## config.mk

```make
export PLATFORM = sky130hd
export DESIGN_NAME = output_deskew
export DESIGN_NICKNAME = d
export VERILOG_FILES = /design/src/rtl/output_deskew.sv
export SDC_FILE = /design/constraint.sdc
export NUM_CORES = 1
export LEC_CHECK = 0
export CAP_MARGIN = 0
export CELL_PAD_IN_SITES_DETAIL_PLACEMENT = 1
export CELL_PAD_IN_SITES_GLOBAL_PLACEMENT = 1
export CORE_ASPECT_RATIO = 1.2
export CORE_MARGIN = 4
export CORE_UTILIZATION = 36
export DETAILED_ROUTE_END_ITERATION = 8
export MAX_ROUTING_LAYER = met4
export PLACE_DENSITY = 0.86
export SYNTH_ARGS = -nofsm -noshare
export SYNTH_HDL_FRONTEND = slang
export SYNTH_SLANG_ARGS = --single-unit
```

## constraint.sdc

```tcl
create_clock -name clk -period 3.29 [get_ports clk]
set_input_delay 0.658 -clock clk [delete_from_list [all_inputs] [get_ports clk]]
set_output_delay 0.658 -clock clk [all_outputs]
set_load 0.02 [all_outputs]
```

## src/rtl/output_deskew.sv

```systemverilog
// Output deskew for the 2x2 systolic array: realigns staggered column
// outputs into a held C[2][2] matrix behind a valid/ready handshake.
//
// Ports:
//   clk, reset        rising-edge clock, async active-high reset
//   in_first          col1_in carries c11 this cycle (start of a matrix)
//   col1_in, col2_in  bottom outputs of array columns 1 and 2
//   out_ready         consumer accepts the held matrix
//   out_valid         c11..c22 hold a complete aligned matrix
//   c11..c22          result elements
//   overflow          sticky: an in_first arrived while busy and was dropped
//   mat_count         matrices accepted by the consumer (wraps)
module output_deskew #(
    parameter int DATA_W = 16,
    parameter int CNT_W  = 8
) (
    input  logic              clk,
    input  logic              reset,
    input  logic              in_first,
    input  logic [DATA_W-1:0] col1_in,
    input  logic [DATA_W-1:0] col2_in,
    input  logic              out_ready,
    output logic              out_valid,
    output logic [DATA_W-1:0] c11,
    output logic [DATA_W-1:0] c12,
    output logic [DATA_W-1:0] c21,
    output logic [DATA_W-1:0] c22,
    output logic              overflow,
    output logic [CNT_W-1:0]  mat_count
);

    localparam logic [1:0] IDLE = 2'd0;
    localparam logic [1:0] CAP1 = 2'd1;
    localparam logic [1:0] CAP2 = 2'd2;
    localparam logic [1:0] HOLD = 2'd3;

    logic [1:0] state;

    always_ff @(posedge clk or posedge reset) begin
        if (reset) begin
            state     <= IDLE;
            out_valid <= 1'b0;
            c11       <= '0;
            c12       <= '0;
            c21       <= '0;
            c22       <= '0;
            overflow  <= 1'b0;
            mat_count <= '0;
        end else begin
            case (state)
                IDLE: begin
                    if (in_first) begin
                        c11   <= col1_in;
                        state <= CAP1;
                    end
                end
                CAP1: begin
                    c21   <= col1_in;
                    c12   <= col2_in;
                    state <= CAP2;
                    if (in_first)
                        overflow <= 1'b1;
                end
                CAP2: begin
                    c22       <= col2_in;
                    out_valid <= 1'b1;
                    state     <= HOLD;
                    if (in_first)
                        overflow <= 1'b1;
                end
                HOLD: begin
                    if (out_ready) begin
                        mat_count <= mat_count + CNT_W'(1);
                        out_valid <= 1'b0;
                        // A new matrix may start on the accepting edge,
                        // so back-to-back matrices need no idle cycle.
                        if (in_first) begin
                            c11   <= col1_in;
                            state <= CAP1;
                        end else begin
                            state <= IDLE;
                        end
                    end else if (in_first) begin
                        overflow <= 1'b1;
                    end
                end
                default: state <= IDLE;
            endcase
        end
    end

endmodule
```

==> results of run 1 <==
registers in the layout (all words and copies together) (netlist names):
| register | flops |
|---|---|
| c11 | 16 |
| c12 | 16 |
| c21 | 16 |
| c22 | 16 |
| mat_count | 8 |
| state | 2 |
| out_valid | 1 |
| overflow | 1 |
logic make-up after synthesis:
| family | count (synthesis) | synth area share [%] |
|---|---|---|
| AO/OA/AOI/OAI | 7 | 1.47 |
| buffers and inverters | 11 | 2.08 |
| flip-flops | 76 | 62.1 |
| multiplexers | 68 | 26.3 |
| adder cells (fa/ha/maj) | 7 | 2.86 |
| AND/OR/NAND/NOR | 16 | 3.15 |
| XOR/XNOR | 7 | 2.00 |
power by group through the flow:
stage / clock, W / sequential (W) / combinational [W]
after global routing: 0.000845 / 0.00174 / 0.00273
after detailed placement: 0 / 0.00170 / 0.00262
final: 0.000776 / 0.00167 / 0.00258
after floorplan: 0 / 0.00220 / 0.000924
after global placement: 0 / 0.00166 / 0.00254
after CTS: 0.000806 / 0.00168 / 0.00263
area by class of cell:
| type | instances | area [um2] |
|---|---|---|
| clock buffer | 11 | 141 |
| clock inverter | 5 | 75.1 |
| fill | 817 | 3710 |
| inverter | 4 | 16.3 |
| multi-input combinational | 105 | 1100 |
| sequential | 76 | 1900 |
| tap | 114 | 143 |
| timing repair buffer | 110 | 1110 |
metal layers:
metal,GRT usage [%],wire (um),vias up
met5,-,0,-
met4,8.49,116,0
met3,4.49,472,10
met2,27.0,3820,81
met1,17.4,2980,1021
li1,-,-,896
Yosys cell counts:
cell type and count:
buf_12 1, nor2b_1 2, mux2_2 53, dfrtp_1 76, xnor2_1 7, inv_1 4
a21o_1 2, mux2_4 11, nand2_1 4, mux2i_1 2, or2_0 1, buf_2 5
and3_1 1, nand3_1 1, o31ai_1 2, o21ai_0 3, clkbuf_1 1, ha_1 7
nand4_1 3, mux2_1 2, and4_1 2, nor2_1 1, nand2_4 1
per-stage QoR:
step	worst slack (ns)	hold WS, ns	std cells
2_1_floorplan	0.694	0.529	192
4_1_cts	1.15	0.482	425
3_3_place_gp	1.06	0.440	409
5_1_grt	1.11	0.506	425
6_report	1.19	0.478	425
3_5_place_dp	1.00	0.459	409
final timing paths:
kind / cells past startpoint / end
setup / recovery: 1 / mat_count[4]
hold / removal: 1 / mat_count[7]
setup reg to reg: 3 / c21[0]
hold reg to reg: 1 / mat_count[7]
max in group asynchronous: 3 / c21[14]
min in group asynchronous: 2 / c21[12]
==> impl_metrics.csv, run 1 <==
group,metric,value,unit
layout,drive_above_1_share,26.7,%
power_and_ir_drop,power_density,1120,mW/mm2
power_and_ir_drop,ir_drop,0.000428,V
power_and_ir_drop,p_int,0.00323,W
power_and_ir_drop,p_sw_share,35.8,%
critical_path,critPathMaxFanout,5,
clock_tree,tritoncts,"built",
critical_path,r2r-start,"state[1]",
layout,diodes,0,
placement,dpl-instance-area,0.00427,mm2
yosys,synth_warnings,0,
clock_tree,cts_hold_buf,0,
critical_path,critPathKind,"flip-flop to output pin",
timing,rsz0062_at_grt,"no",
route,wl,7.38,mm
yosys,synthTopCellsByArea,"dfrtp_1 (62%), mux2_2 (20%), mux2_4 (5.4%), ha_1 (2.9%), xnor2_1 (2.0%)",
yosys,ys_seq_elements,76,
route,drtIter0Drc,51,
clock_tree,clockRootBuffer,"clkbuf_8",
clock_tree,post_cts_resized,0,
yosys,synth_seq_area_share,62.1,%
floorplan,die_area,0.0100,mm2
layout,synthToLayoutAreaGrowth,46.6,%
layout,finish.utilization,54.7,%
timing,skew,0.00766,ns
global_route,grt_pass1_wl,11.8,mm
route,wl_per_cell,17.4,um
floorplan,dieHeight,109,um
global_route,grt_pass1_vias,2315,
yosys,synth.cell_area,0.00306,mm2
route,drc,0,
placement,hpwl,5.40,mm
timing,hold_viol_final,0,
power_and_ir_drop,power_leakage,1.91,nW
floorplan,fp.dieW,92.2,um
power_and_ir_drop,finalPower,0.00503,W
route,drtPass1Iterations,4,
critical_path,cp-start-kind,"flip-flop",
power_and_ir_drop,p_seq_share,33.3,%
timing,setup_viol_count_final,0,
flow_run,maxCapViolations,0,
critical_path,path_buf_inv,1,
clock_tree,cts_setup_buffers,0,
global_route,grt_overflow_total,0,
clock_tree,numCtsBuffers,9,
yosys,syn-num-nets,235,
layout,layout_common_cells,"clkdlybuf4s50_1 (109), dfrtp_1 (76), mux2_2 (53)",
yosys,synthCells,192,
yosys,synth_top_area_share,62.1,%
placement,portBuffers,109,
timing,worst_slew_pin_slew,0.886,ns
hold_path,min_path_type,"flip-flop to flip-flop",
critical_path,crit_path_top_delay_cell,"clkdlybuf4s50_1",
floorplan,core_area,0.00820,mm2
critical_path,critical_path.cell_chain,"clkdlybuf4s50_1",
global_route,grt.total_usage,16.1,%
yosys,avgSynthCellArea,15.9,um2
yosys,synth_cell_types,23,
layout,fin_nets,349,
floorplan,ioPinCount,110,
clock_tree,clk_latency,0.35,ns
critical_path,end_kind,"output pin",
floorplan,num_rows,36,
critical_path,critPathMaxStageDelay,0.66,ns
route,final_antenna_net_count,0,
layout,design_area,0.00449,mm2
placement,gp_congestion,0.786,
clock_tree,htree_levels,3,
clock_tree,path_clk_slew,0.07,ns
timing,max_freq,0.476,GHz
power_and_ir_drop,comb_power_share,51.3,%
timing,min_period_over_period,63.9,%
floorplan,initial_utilization,37.3,%
critical_path,cp-startpoint,"mat_count[4]",
timing,relSlewSlack,41.0,%
global_route,antenna_found_initial,0,
hold_path,min-delay-start,"mat_count[7]",
power_and_ir_drop,power.share.clock,15.4,%
critical_path,required,2.63,ns
run_status,status,"finished, final reports clean",
clock_tree,cts_buffer_depth,2,
layout,layout_commonest_cell,"clkdlybuf4s50_1",
yosys,synth_top_cell_by_area,"dfrtp_1",
critical_path,cp.arrival,1.44,ns
critical_path,ff2ff_setup_slack,1.41,ns
global_route,grt_max_degree,45,
timing,drv_slew,0,
timing,min_period,2.10,ns
timing,final.setup.tns,0,ns
route,via_per_inst,4.72,
clock_tree,cts_sinks,76,
power_and_ir_drop,p_sw,0.00180,W
critical_path,critPathTopFamily,"buffers and inverters",
route,dr_total_vias,2008,
Note: power is estimated with default switching activity, not from simulation.
==> run 2: changes to the inputs <==
--- a/config.mk
+++ b/config.mk
@@ -10,10 +10,10 @@
 export CELL_PAD_IN_SITES_GLOBAL_PLACEMENT = 1
 export CORE_ASPECT_RATIO = 1.2
 export CORE_MARGIN = 4
-export CORE_UTILIZATION = 36
+export CORE_UTILIZATION = 32
 export DETAILED_ROUTE_END_ITERATION = 8
 export MAX_ROUTING_LAYER = met4
-export PLACE_DENSITY = 0.86
+export PLACE_DENSITY = 0.81
 export SYNTH_ARGS = -nofsm -noshare
 export SYNTH_HDL_FRONTEND = slang
 export SYNTH_SLANG_ARGS = --single-unit
==> constraint.sdc (replaced) <==
create_clock -name clk -period 1.9 [get_ports clk]
set_input_delay 0.38 -clock clk [delete_from_list [all_inputs] [get_ports clk]]
set_output_delay 0.38 -clock clk [all_outputs]
set_load 0.02 [all_outputs]
==> impl_metrics.csv, run 2 (same netlist as run 1, synthesis figures left out) <==
group,metric,value,unit
layout,diodes,0,
global_route,use_met1,14.8,%
critical_path,end_kind,"output pin",
route,wl,7.50,mm
floorplan,die_area,0.0112,mm2
critical_path,critPathKind,"flip-flop to output pin",
floorplan,ioPinCount,110,
route,drc,0,
route,drtIter0Drc,79,
global_route,grt_pass1_vias,2272,
critical_path,path_buf_inv,1,
timing,worst_slew_pin_slew,0.425,ns
timing,skew,0.00867,ns
floorplan,num_rows,38,
route,wl_per_cell,17.2,um
route,drtPass1Iterations,3,
power_and_ir_drop,ir_drop,0.000790,V
layout,fin_nets,353,
power_and_ir_drop,power_density,1960,mW/mm2
timing,whs,0.459,ns
clock_tree,cts_hold_buf,0,
timing,relSlewSlack,71.7,%
run_status,status,"finished, final reports clean",
clock_tree,tritoncts,"built",
placement,hpwl,5.44,mm
layout,synthToLayoutAreaGrowth,49.7,%
timing,final.setup.tns,0,ns
route,dr_total_vias,1994,
global_route,antenna_found_initial,0,
timing,setup_viol_count_final,0,
route,via_per_inst,4.58,
timing,min_period_over_period,95.4,%
layout,nFillCells,939,
floorplan,initial_utilization,33.4,%
critical_path,critPathMaxFanout,6,
global_route,met3_usage,3.88,%
global_route,grt_overflow_total,0,
timing,rsz0062_at_grt,"no",
critical_path,critical_path.cell_chain,"clkdlybuf4s50_1",
clock_tree,htree_levels,3,
clock_tree,path_clk_slew,0.07,ns
layout,layout_common_cells,"clkdlybuf4s50_1 (109), dfrtp_1 (76), mux2_2 (53)",
timing,max_freq,0.552,GHz
flow_run,maxCapViolations,0,
power_and_ir_drop,power_leakage,1.93,nW
floorplan,dieHeight,115,um
critical_path,critPathMaxStageDelay,0.64,ns
floorplan,fp.dieW,97.3,um
route,final_antenna_net_count,0,
clock_tree,cts_sinks,76,
clock_tree,cts_buffer_depth,2,
global_route,grt_max_degree,77,
timing,min_period,1.81,ns
critical_path,required,1.52,ns
global_route,grt.total_usage,14.2,%
critical_path,critPathTopFamily,"buffers and inverters",
global_route,grt_util_met2,25.7,%
global_route,busiest_layer,"met2",
timing,hold_viol_final,0,
floorplan,core_area,0.00918,mm2
clock_tree,numCtsBuffers,9,
clock_tree,clockRootBuffer,"clkbuf_8",
critical_path,crit_path_top_delay_cell,"clkdlybuf4s50_1",
timing,drv_slew,0,
critical_path,cp-start-kind,"flip-flop",
hold_path,min_path_type,"flip-flop to flip-flop",
critical_path,cp.arrival,1.43,ns
global_route,grt_pass1_wl,11.9,mm
placement,portBuffers,109,
layout,drive_above_1_share,27.6,%
layout,layout_commonest_cell,"clkdlybuf4s50_1",
clock_tree,cts_setup_buffers,0,
clock_tree,clk_latency,0.35,ns
placement,gp_congestion,0.748,
[run 2: cell count changes in the layout (fill, tap and decap cells not counted)]
cell | previous run | this run
nand2_4 | 1 | 0
bufinv_16 | 2 | 3
buf_4 | 0 | 3
nand2_8 | 0 | 1
clkbuf_8 | 10 | 11
clkinvlp_4 | 0 | 1
clkinv_2 | 4 | 1
buf_12 | 1 | 2
[run 2: per-stage QoR]
step	instance area [um2]	util, %	worst slack, ns	instances	power (W)
after floorplan	3060	-	0.237	192	0.00540
after global placement	4320	47.1	0.0578	419	0.00736
after detailed placement	4320	47.1	0.0196	419	0.00754
after CTS	4570	49.8	0.0334	435	0.00912
after global routing	4580	49.9	0.0222	435	0.00948
final	4580	49.9	0.0875	435	0.00896
[run 2: cell type report]
cell class,count,area (um2),share of cell area [%]
clock buffers,12,155,3.39
flip-flops and latches,76,1900,41.5
multi-input cells,105,1110,24.1
well taps,120,150,3.28
repair buffers,114,1150,25.2
inverters,4,18.8,0.410
clock inverters,4,95.1,2.08
[run 2: final timing paths]
check                                    end         start  depth (start not counted)  slack (ns)
max in group asynchronous             c22[2]         reset                          3        1.07
worst min register to register      overflow      overflow                          1        0.46
worst max register to register        c11[3]      state[0]                          5        0.13
worst min-delay path                overflow      overflow                          1        0.46
min in group asynchronous             c21[4]         reset                          3        0.47
worst max-delay path            mat_count[0]  mat_count[0]                          1        0.09
[run 2: layer usage]
metal  share of wire (%)  up-vias
met5                   0        -
met4                 1.3        0
met3                 4.7        8
met2                  56       56
met1                  38     1026
li1                    -      904
[run 2: where the power goes]
part	leakage [nW]	internal [W]	switching [W]
Clock	0.127	0.000943	0.000584
Sequential	0.901	0.00242	0.000477
Combinational	0.907	0.00246	0.00208
Total	1.93	0.00582	0.00314
[run 2: timing repair]
item                                    in CTS  in global routing
hold endpoints to repair                     0                  0
gates resized for setup                      0                  1
endpoints found under the setup margin       0                  6
==> run 3: changes to the inputs <==
--- a/config.mk
+++ b/config.mk
@@ -9,11 +9,10 @@
 export CELL_PAD_IN_SITES_DETAIL_PLACEMENT = 1
 export CELL_PAD_IN_SITES_GLOBAL_PLACEMENT = 1
 export CORE_ASPECT_RATIO = 1.2
-export CORE_MARGIN = 4
-export CORE_UTILIZATION = 32
+export CORE_UTILIZATION = 36
 export DETAILED_ROUTE_END_ITERATION = 8
 export MAX_ROUTING_LAYER = met4
-export PLACE_DENSITY = 0.81
+export PLACE_DENSITY = 0.86
 export SYNTH_ARGS = -nofsm -noshare
 export SYNTH_HDL_FRONTEND = slang
 export SYNTH_SLANG_ARGS = --single-unit
==> constraint.sdc (replaced) <==
create_clock -name clk -period 1.8 [get_ports clk]
set_input_delay 0.36 -clock clk [delete_from_list [all_inputs] [get_ports clk]]
set_output_delay 0.36 -clock clk [all_outputs]
set_load 0.02 [all_outputs]
==> impl_metrics.csv, run 3 (same netlist as run 1, synthesis figures left out) <==
group,metric,value,unit
run_status,status,"finished, final reports clean",
power_and_ir_drop,p_seq_share,34.1,%
global_route,antenna_found_initial,0,
clock_tree,cts_buffer_depth,2,
timing,min_period,1.73,ns
layout,multi_input_area,0.00111,mm2
layout,layout_commonest_cell,"clkdlybuf4s50_1",
floorplan,die_area,0.00888,mm2
floorplan,num_rows,36,
layout,synthToLayoutAreaGrowth,47.0,%
critical_path,critPathMaxStageDelay,0.45,ns
floorplan,initial_utilization,37.3,%
global_route,grt.total_usage,18.3,%
clock_tree,cts_setup_buffers,0,
layout,stdcell_count,430,
power_and_ir_drop,p_int,0.00570,W
critical_path,crit_end,"c11[3]",
layout,seqCellArea,0.00190,mm2
critical_path,r2r-end,"c11[3]",
timing,worst_slew_pin_slew,0.403,ns
route,drtIter0Drc,17,
layout,drive_above_1_share,27.5,%
route,drtPass1Iterations,3,
global_route,grt_overflow_total,0,
timing,skew,0.00665,ns
floorplan,fp.dieW,86.2,um
global_route,grt_max_degree,77,
timing,rsz0062_at_grt,"no",
critical_path,critical_path.cell_chain,"inv_1, ha_1, mux2_4, nand2_8, mux2_2",
power_and_ir_drop,power_leakage,1.93,nW
placement,portBuffers,109,
critical_path,critPathKind,"flip-flop to flip-flop",
timing,max_freq,0.577,GHz
layout,fin_nets,355,
hold_path,min_path_type,"flip-flop to flip-flop",
clock_tree,cts_hold_buf,0,
layout,nFillCells,822,
floorplan,dieHeight,103,um
route,wl,7.23,mm
critical_path,r2r-start,"state[1]",
critical_path,end_kind,"flip-flop",
global_route,grt_pass1_wl,11.6,mm
clock_tree,cts_sinks,76,
clock_tree,path_clk_slew,0.07,ns
floorplan,ioPinCount,110,
power_and_ir_drop,power.share.clock,12.8,%
placement,hpwl,5.19,mm
flow_run,maxCapViolations,0,
route,via_per_inst,4.62,
route,drc,0,
critical_path,ff2ff_setup_slack,0.07,ns
layout,layout_common_cells,"clkdlybuf4s50_1 (105), dfrtp_1 (75), mux2_2 (53)",
power_and_ir_drop,comb_power_share,53.1,%
critical_path,required,2.03,ns
critical_path,cp-start-kind,"flip-flop",
placement,placedCellCount,415,
timing,setup_viol_count_final,0,
power_and_ir_drop,finalPower,0.00899,W
critical_path,crit_path_top_delay_cell,"dfrtp_1",
critical_path,critPathMaxFanout,16,
power_and_ir_drop,p_sw,0.00329,W
route,wl_per_cell,16.8,um
layout,diodes,0,
critical_path,ff2ff_path_depth,5,
route,final_antenna_net_count,0,
clock_tree,tritoncts,"built",
critical_path,cp.arrival,1.96,ns
clock_tree,clockRootBuffer,"clkbuf_8",
timing,relSlewSlack,73.1,%
clock_tree,htree_levels,3,
timing,drv_slew,0,
route,dr_total_vias,1988,
power_and_ir_drop,power_density,2000,mW/mm2
timing,min_period_over_period,96.3,%
placement,gp_congestion,0.796,
clock_tree,clk_latency,0.35,ns
global_route,grt_pass1_vias,2213,
power_and_ir_drop,ir_drop,0.000847,V
power_and_ir_drop,p_sw_share,36.6,%
clock_tree,numCtsBuffers,9,
floorplan,core_area,0.00820,mm2
critical_path,cp-startpoint,"state[1]",
timing,hold_viol_final,0,
-- run 3: what timing repair did --
item | in CTS | in global routing
hold endpoints to repair | 0 | 0
setup endpoints to repair | 8 | 18
resized for setup | 3 | 3
-- run 3: worst min-delay path by stage --
| stage | from | to | slack [ns] | cells past startpoint |
|---|---|---|---|---|
| after floorplan | in_first | overflow | 0.48 | 1 |
| after global placement | overflow | overflow | 0.44 | 1 |
| after detailed placement | overflow | overflow | 0.45 | 1 |
| after CTS | overflow | overflow | 0.47 | 1 |
| after global routing | overflow | overflow | 0.48 | 1 |
| final | overflow | overflow | 0.46 | 1 |
-- run 3: routing by layer --
metal | share of wire [%] | global-route usage [%]
met1 | 42 | 21.0
met2 | 51 | 30.3
met3 | 5.3 | 5.36
met4 | 1.5 | 7.05
met5 | 0 | -
-- run 3: layout make-up --
cell class | count | share of cell area, %
multi-input combinational | 105 | 24.6
clock inverter | 1 | 0.167
sequential | 76 | 42.3
inverter | 4 | 0.417
tap | 114 | 3.17
timing repair buffer | 116 | 25.8
clock buffer | 14 | 3.62
-- run 3: power by group through the flow --
| stage | registers (W) | clock network (W) | logic, W |
|---|---|---|---|
| finish | 0.00307 | 0.00115 | 0.00477 |
| global route | 0.00319 | 0.00127 | 0.00509 |
| CTS | 0.00309 | 0.00120 | 0.00485 |
| detailed placement | 0.00311 | 0 | 0.00482 |
| global placement | 0.00304 | 0 | 0.00467 |
| floorplan | 0.00402 | 0 | 0.00169 |
-- run 3: metrics by stage --
stage | TNS, ns | util [%] | setup slack (ns) | area [um2] | hold WS, ns
detailed placement | -0.157 | 52.7 | -0.0380 | 4320 | 0.450
CTS | 0 | 54.8 | 0.0143 | 4490 | 0.468
global placement | -0.0539 | 52.7 | -0.0111 | 4320 | 0.439
floorplan | 0 | - | 0.137 | 3060 | 0.477
global route | 0 | 54.9 | 0.000542 | 4500 | 0.479
finish | 0 | 54.9 | 0.0667 | 4500 | 0.464
-- run 3: critical path: cells and delay by family, from the launching register on --
kind,cells,cell delay (ns)
adders and majority gates,1,0.21
buffers and inverters,1,0.11
DFF,1,0.45
muxes,2,0.67
and+or+nand+nor,1,0.17
